--- config.mk ---
export PLATFORM = sky130hd
export DESIGN_NAME = controller_data_ram_arbiter
export DESIGN_NICKNAME = d
export VERILOG_FILES = /design/src/rtl/controller_data_ram_arbiter.sv
export SDC_FILE = /design/constraint.sdc
export NUM_CORES = 1
export LEC_CHECK = 0
export ABC_CLOCK_PERIOD_IN_PS = 1800
export CORE_AREA = 2 2 99 101
export CTS_CLUSTER_DIAMETER = 40
export CTS_CLUSTER_SIZE = 8
export DETAILED_ROUTE_END_ITERATION = 10
export DIE_AREA = 0 0 101 103
export DONT_BUFFER_PORTS = 1
export GPL_TIMING_DRIVEN = 0
export SLEW_MARGIN = 20
export SYNTH_ARGS = -nofsm -noshare
export SYNTH_HDL_FRONTEND = slang
export SYNTH_SLANG_ARGS = --single-unit
--- constraint.sdc ---
create_clock -name clk -period 1.8 [get_ports clk]
set_clock_uncertainty 0.1 [all_clocks]
set_input_delay 0.27 -clock clk [delete_from_list [all_inputs] [get_ports clk]]
set_output_delay 0.27 -clock clk [all_outputs]
set_load 0.1 [all_outputs]
--- src/rtl/controller_data_ram_arbiter.sv ---
// Two-master round-robin arbiter with lock in front of a single-port data RAM.
// Optional macro CONTROLLER_DATA_RAM_ARB_FIXED_PRIO_EN: m0 always wins a tie.
module controller_data_ram_arbiter #(
  parameter int ADDR_W = 11,
  parameter int DATA_W = 32
) (
  input  logic                  clk,
  input  logic                  reset,
  input  logic [ADDR_W-1:0]     m0_address,
  input  logic [DATA_W/8-1:0]   m0_byteenable,
  input  logic                  m0_read,
  input  logic                  m0_write,
  input  logic [DATA_W-1:0]     m0_writedata,
  input  logic                  m0_lock,
  output logic                  m0_waitrequest,
  output logic [DATA_W-1:0]     m0_readdata,
  output logic                  m0_readdatavalid,
  input  logic [ADDR_W-1:0]     m1_address,
  input  logic [DATA_W/8-1:0]   m1_byteenable,
  input  logic                  m1_read,
  input  logic                  m1_write,
  input  logic [DATA_W-1:0]     m1_writedata,
  input  logic                  m1_lock,
  output logic                  m1_waitrequest,
  output logic [DATA_W-1:0]     m1_readdata,
  output logic                  m1_readdatavalid,
  output logic [ADDR_W-1:0]     ram_address,
  output logic [DATA_W/8-1:0]   ram_byteenable,
  output logic [DATA_W-1:0]     ram_writedata,
  output logic                  ram_chipselect,
  output logic                  ram_write,
  input  logic [DATA_W-1:0]     ram_readdata
);

  logic       r_lock_valid;
  logic       r_lock_owner;
  logic [1:0] r_rd_pend;

  logic [1:0] w_rd;
  logic [1:0] w_wr;
  logic [1:0] w_req;
  logic [1:0] w_lock_in;
  logic [1:0] w_eligible;
  logic [1:0] w_gnt;
  logic       w_any_gnt;
  logic       w_gnt_idx;
  logic       w_lock_hold;

  assign w_rd      = {m1_read, m0_read};
  assign w_wr      = {m1_write, m0_write};
  assign w_req     = w_rd | w_wr;
  assign w_lock_in = {m1_lock, m0_lock};

  // A lock whose owner has already dropped mX_lock no longer blocks this cycle.
  assign w_lock_hold = r_lock_valid & w_lock_in[r_lock_owner];

`ifndef CONTROLLER_DATA_RAM_ARB_FIXED_PRIO_EN
  logic r_last;

  always_ff @(posedge clk or posedge reset) begin
    if (reset) begin
      r_last <= 1'b1;
    end else if (w_any_gnt) begin
      r_last <= w_gnt_idx;
    end
  end
`endif

  always_comb begin
    w_eligible = w_req;
    if (w_lock_hold) begin
      w_eligible = w_req & (r_lock_owner ? 2'b10 : 2'b01);
    end
    w_gnt = 2'b00;
    case (w_eligible)
      2'b01: w_gnt = 2'b01;
      2'b10: w_gnt = 2'b10;
`ifdef CONTROLLER_DATA_RAM_ARB_FIXED_PRIO_EN
      2'b11: w_gnt = 2'b01;
`else
      2'b11: w_gnt = r_last ? 2'b01 : 2'b10;
`endif
      default: w_gnt = 2'b00;
    endcase
    if (reset) begin
      w_gnt = 2'b00;
    end
  end

  assign w_any_gnt = |w_gnt;
  assign w_gnt_idx = w_gnt[1];

  assign m0_waitrequest = ~w_gnt[0];
  assign m1_waitrequest = ~w_gnt[1];

  assign ram_chipselect = w_any_gnt;
  assign ram_write      = w_any_gnt & w_wr[w_gnt_idx];
  assign ram_address    = w_gnt_idx ? m1_address    : m0_address;
  assign ram_byteenable = w_gnt_idx ? m1_byteenable : m0_byteenable;
  assign ram_writedata  = w_gnt_idx ? m1_writedata  : m0_writedata;

  assign m0_readdata      = ram_readdata;
  assign m1_readdata      = ram_readdata;
  assign m0_readdatavalid = r_rd_pend[0];
  assign m1_readdatavalid = r_rd_pend[1];

  // Read+write together is a write, so only pure reads return data.
  always_ff @(posedge clk or posedge reset) begin
    if (reset) begin
      r_rd_pend <= 2'b00;
    end else begin
      r_rd_pend <= w_gnt & w_rd & ~w_wr;
    end
  end

  always_ff @(posedge clk or posedge reset) begin
    if (reset) begin
      r_lock_valid <= 1'b0;
      r_lock_owner <= 1'b0;
    end else if (w_any_gnt && w_lock_in[w_gnt_idx]) begin
      r_lock_valid <= 1'b1;
      r_lock_owner <= w_gnt_idx;
    end else if (r_lock_valid && !w_lock_in[r_lock_owner]) begin
      r_lock_valid <= 1'b0;
    end
  end

endmodule

==> results.cfg, run 1 <==
[run_status]
outcome = complete, but fails checks
violations = setup timing

[final_layout]
nets = 316
area_growth_pct = 49.65
stdcell_area_um2 = 2120
diodes = 0
fillCellCount = 1023
post-route-util = 0.2241
layout-drive-gt1-share = 0.8453

[grt]
grt_antenna_before_repair = 0
grt.total_usage = 0.09202
grt_max_degree = 11
grt_pass1_wl_mm = 6.693
grt.overflow.total = 0
grt_pass1_vias = 1086

[place]
dp.final_hpwl_mm = 5.264
dp_slack_ns = -0.5039
port_buffers = 0
gp_congestion = 0.7004
postPlaceCellArea_um2 = 1717

[route]
num_vias = 1178
routed_wl_mm = 6.166
firstDrtPassIters = 4
route.detailed.drc = 0
antenna_left = 0
post_drt_wl_per_cell_um = 20.90
drt_iter0_drc = 5
via_per_inst = 3.993

[critical_path]
arrival_ns = 1.96
required_ns = 1.43
setup.worst_path.end_class = output port
startpoint_type = flip-flop
reg2reg_to = r_rd_pend[0]$_DFF_PP0_
reg2reg_slack_ns = 0.10
cp_max_fo = 5
worstReg2RegStart = r_lock_valid$_DFFE_PP0P_
r2r_cells = 6
crit_type = flip-flop to output port

[cts]
cts_tree = built
cts_buffer_depth = 2
cts_buffers = 3
clock-root-buffer = clkbuf_8
clkSinkCount = 5
clock_latency_ns = 0.22
cts.clk_slew.worst_paths_ns = 0.04
cts_max_level = 1

[synthesis]
synth_top_cell_by_area = buf_4
avgSynthCellArea_um2 = 9.021
synth.most_common_cell = buf_4
netlist.area_leader.share = 0.3392
yosysWarnings = 0
ys_seq_area_frac = 0.08922
ys_types = 26
synth_seq_cells = 5
synthCells = 157
synth.area.top_cells = buf_4 (34%), mux2_2 (29%), mux2_4 (11%)
synth_edf_count = 0
synthesis.nets = 291
synth_ff_type = dfrtp_1
yosys-top-cells-count = buf_4 (64), mux2_2 (37), mux2_4 (10)
synthArstFlopShare = 1.000
synth_area_um2 = 1416

[worst_hold_path]
hold_path.startpoint = m0_write
whs_path_depth = 1
holdPathEnd = r_rd_pend[0]$_DFF_PP0_
hp-class = input port to flip-flop

[timing]
fin_setup_tns_ns = -21.52
hold_viol = 0
slew_violations = 0
fin_ws_ns = -0.5315
fmax_ghz = 0.4289
setup_viol = 51
period_share = 1.295
fin_crit_ns = 2.331
relSlewSlack = 0.4159
rsz0062_at_grt = true
worst_pin_slew_ns = 0.8767

[floorplanning]
initial_core_util = 0.1497
die_w_um = 101
core_area_um2 = 9459
rows = 36
ioPinCount = 251
fp.dieArea_um2 = 10400
die_h_um = 103

[power_and_ir_drop]
seq_power_share = 0.059
combPwrFrac = 0.873
p_per_area_nw_per_um2 = 1444
switching_power_mw = 2.132
p_int_mw = 0.9283
power_switching_share = 0.6967
ir_worst_vdd_uv = 516.0
p_leak_nw = 1.095
pwr-share-clk = 0.068

[flow_run]
maxCapViolCount = 0
-- what timing repair did --
action	in CTS	in global routing
endpoints found under the hold margin	5	0
hold buffers	1	0
endpoints found under the setup margin	52	52
pin swaps	5	9
buffers inserted	10	6
gates resized for setup	25	10
gates cloned	1	2
-- worst max-delay path, stage by stage (launching register included) --
cell and delay [ns]:
dfrtp_1 0.37, and3b_2 0.23, buf_4 0.15, or3b_4 0.40
a21oi_4 0.59
-- per-stage QoR --
stage / instances / power (mW) / hold WS (ns)
3_5_place_dp: 271 / 2.598 / -0.02670
4_1_cts: 287 / 2.989 / 0.01055
6_report: 295 / 3.061 / 0.005768
5_1_grt: 295 / 3.145 / 0.004116
2_1_floorplan: 157 / 2.471 / -0.05221
3_3_place_gp: 271 / 2.593 / -0.02946
-- sequential cells by signal, summed over array words and instances (netlist names) --
register	flops
r_lock_valid	1
r_lock_owner	1
r_last	1
r_rd_pend	2
-- routing by layer --
layer / part of all wire / up-vias / track usage
met5: 0 / - / 0
met3: 0.11 / 3 / 0.02576
met2: 0.52 / 113 / 0.1631
met4: 0.0047 / 0 / 0.01559
li1: - / 520 / -
met1: 0.37 / 542 / 0.1130
-- kinds of logic after synthesis --
family	count (synthesis)	synth area share
buffers and inverters	71	0.3710
muxes	48	0.4072
and+or+nand+nor	24	0.09277
AOI/OAI and AO/OA	9	0.03976
DFF	5	0.08923
-- worst max-delay path by stage --
stage	slack, ns	to	startpoint
finish	-0.53	ram_write	r_lock_valid$_DFFE_PP0P_
global route	-0.58	ram_write	r_lock_valid$_DFFE_PP0P_
CTS	-0.59	ram_writedata[22]	r_lock_valid$_DFFE_PP0P_
detailed placement	-0.50	ram_writedata[22]	r_last$_DFFE_PP1P_
global placement	-0.51	ram_writedata[22]	r_last$_DFFE_PP1P_
floorplan	-0.20	ram_writedata[13]	r_lock_owner$_DFFE_PP0P_
-- final cells by class --
type / instances / area [um2] / share of cell area
well taps: 114 / 142.6 / 0.06730
multi-input cells: 81 / 996.0 / 0.4699
plain buffers: 69 / 575.6 / 0.2715
repair buffers: 20 / 226.5 / 0.1068
flip-flops and latches: 5 / 126.4 / 0.05962
inverters: 2 / 7.507 / 0.003542
clock buffers: 4 / 45.04 / 0.02125
-- cell usage in the layout, fill, tap and decap left out, types with 2 or more instances in the layout --
master,Yosys,final
inv_1,2,2
clkbuf_16,0,2
buf_6,2,5
buf_4,64,75
buf_12,0,4
a21oi_1,4,3
o2bb2ai_1,2,2
nor2_4,0,2
dfrtp_1,4,4
clkbuf_8,0,3
nand2_1,3,2
mux2_4,10,47
nor3_4,0,2
nor2_1,9,6
-- power by group through the flow --
stage	Clock [mW]	Combinational, mW	Sequential (mW)
after floorplan	0	2.29	0.184
after global placement	0	2.40	0.189
after detailed placement	0	2.41	0.190
after CTS	0.212	2.60	0.179
after global routing	0.224	2.74	0.183
final	0.209	2.67	0.180
Note: power is estimated with default switching activity, not from simulation.
==> run 2, diff against run 1 <==
- ABC_AREA: not set -> 1
- CELL_PAD_IN_SITES_DETAIL_PLACEMENT: not set -> 0
- CELL_PAD_IN_SITES_GLOBAL_PLACEMENT: not set -> 1
- CORE_AREA: 2 2 99 101 -> 2 2 97 99
- DIE_AREA: 0 0 101 103 -> 0 0 99 101
- PLACE_DENSITY_LB_ADDON: not set -> 0.1
==> results.cfg, run 2 <==
[final_layout]
largest_register = r_rd_pend
final_cell_mix = nand2_8 (78), buf_4 (73), nand2_1 (30), nand2_2 (21), nand2_4 (19)
layout-drive-gt1-share = 0.8071
area_growth_pct = 157.4
stdcell_area_um2 = 3505
mostFrequentLayoutCell = nand2_8
post-route-util = 0.3904
largest_register_ffs = 2
nets = 415
diodes = 0

[power_and_ir_drop]
ir_worst_vdd_uv = 490.3
p_leak_nw = 1.477
p_per_area_nw_per_um2 = 1483
power_mw = 5.199

[critical_path]
startpoint_type = flip-flop
cp_top_family = simple AND/OR/NAND/NOR gates
cp_cell_sequence = nand2_1 > nand4_1 > buf_4 > nand4_4 > buf_12 > nand2_8 > nand2_4 > nor2_4
crit_type = flip-flop to output port
critical_path_buf_inv_count = 2
worstReg2RegStart = r_lock_owner$_DFFE_PP0P_
setup.worst_path.end_class = output port
cp_max_fo = 5
required_ns = 1.43
worstSetupStartpoint = r_lock_owner$_DFFE_PP0P_
arrival_ns = 2.00
cpPeakStageDelay_ns = 0.49
slowest_stage = nor2_4

[synthesis]
synth_edf_count = 0
ys_seq_area_frac = 0.09283
synthCells = 253
synth.area.top_cells = nand2_1 (41%), buf_4 (37%), dfrtp_1 (7.4%)
ys_types = 19
netlist.area_leader.share = 0.4081
avgSynthCellArea_um2 = 5.381
synth.most_common_cell = nand2_1
synthesis.nets = 387
synth_top_cell_by_area = nand2_1
yosysWarnings = 0
synthArstFlopShare = 1.000
synth_area_um2 = 1361
synth_ff_type = dfrtp_1
yosys-top-cells-count = nand2_1 (148), buf_4 (67), inv_1 (8)
synth_seq_cells = 5

[run_status]
violations = setup timing
outcome = complete, but fails checks

[grt]
grt.overflow.total = 0
grt.total_usage = 0.1085
grt_antenna_before_repair = 0
grt_pass1_wl_mm = 8.687
grt_max_degree = 11
grt_pass1_vias = 1618

[timing]
relSlewSlack = 0.4081
setup_viol = 50
worst_pin_slew_ns = 0.8885
period_share = 1.317
slew_violations = 0
hold_slack_ns = 0.02841
fin_crit_ns = 2.370
fmax_ghz = 0.4219
hold_viol = 0
fin_ws_ns = -0.5703
rsz0062_at_grt = true

[cts]
cts_max_level = 1
cts_buffer_depth = 2
clock_latency_ns = 0.22
cts_buffers = 3
clkSinkCount = 5
clock-root-buffer = clkbuf_8
cts_tree = built
cts.clk_slew.worst_paths_ns = 0.04

[route]
firstDrtPassIters = 3
num_vias = 1624
antenna_left = 0
via_per_inst = 4.153
route.detailed.drc = 0
drt_iter0_drc = 9
routed_wl_mm = 5.849
post_drt_wl_per_cell_um = 14.96

[flow_run]
maxCapViolCount = 0

[worst_hold_path]
hold_path.startpoint = m0_write
hp-class = input port to flip-flop

[floorplanning]
rows = 35
die_h_um = 101
die_w_um = 99
ioPinCount = 251
core_area_um2 = 8977
initial_core_util = 0.1516
fp.dieArea_um2 = 9999

[place]
gp_congestion = 0.6583
port_buffers = 0
postPlaceCellArea_um2 = 2273
dp.final_hpwl_mm = 4.673
[run 2: cell types whose count changed in the layout (fill, tap and decap cells not counted), sizes merged, moves of 2 or more]
| cell | previous run | this run |
|---|---|---|
| o2bb2ai | 2 | 0 |
| or3 | 2 | 0 |
| buf | 86 | 94 |
| nand2 | 3 | 148 |
| mux2 | 47 | 0 |
| nand3 | 0 | 5 |
| nor2 | 9 | 6 |
| a21oi | 4 | 0 |
| nand4 | 0 | 2 |
| o21ai | 3 | 1 |
| inv | 2 | 9 |
| clkbuf | 6 | 4 |
[run 2: kinds of logic after synthesis]
kind of cell,count (synthesis),share of synthesized area
buf+inv,83,0.4228
flops,5,0.09284
compound gates,2,0.009190
simple gates,163,0.4752
[run 2: what timing repair did]
action	CTS	global route
resized for setup	161	13
hold endpoints to repair	4	0
buffers inserted	17	3
setup endpoints to repair	50	50
pin swaps	58	20
cloned	4	0
hold buffers	2	0
[run 2: per-layer routing]
layer  vias to the layer above  global-route usage  routed length, um
met5                         -                   0                  0
met4                         0             0.01897                 32
met3                         4             0.02566                593
met2                       122              0.2121               3480
met1                       749              0.1196               1743
li1                        749                   -                  -
[run 2: worst paths after layout]
check                                         end  slack, ns  depth (start not counted)
setup reg to reg               r_last$_DFFE_PP1P_       0.13                          8
hold reg to reg                r_last$_DFFE_PP1P_       0.45                          2
hold / removal             r_rd_pend[0]$_DFF_PP0_       0.03                          1
min in group asynchronous  r_rd_pend[0]$_DFF_PP0_       0.39                          2
setup / recovery                        ram_write      -0.57                          8
max in group asynchronous  r_rd_pend[1]$_DFF_PP0_       1.03                          2
[run 2: power by group]
group	total (mW)	leakage, nW	switching [mW]	internal, mW
registers	0.222	0.0617	0.0672	0.155
logic	4.77	1.39	3.57	1.20
clock network	0.207	0.0228	0.0553	0.152
total	5.20	1.48	3.69	1.51
[run 2: layout make-up]
type                    instances  area [um2]
fillers                       877        5473
multi-input cells             165        2151
plain buffers                  72       615.6
repair buffers                 25       391.6
well taps                     111       138.9
flip-flops and latches          5       126.4
clock buffers                   4       45.04
inverters                       9       36.28
[run 2: through the flow]
step / cells / setup TNS (ns) / setup WS (ns)
3_5_place_dp: 364 / -14.11 / -0.5575
5_1_grt: 391 / -28.36 / -0.6647
3_3_place_gp: 364 / -13.88 / -0.5472
4_1_cts: 389 / -23.55 / -0.5757
6_report: 391 / -23.47 / -0.5703
2_1_floorplan: 253 / -1.101 / -0.3505
==> run 3, diff against run 2 <==
- GPL_ROUTABILITY_DRIVEN: not set -> 0
==> results of run 3 <==
Same layout as run 2: the final DEF is identical, and so are final timing and power.
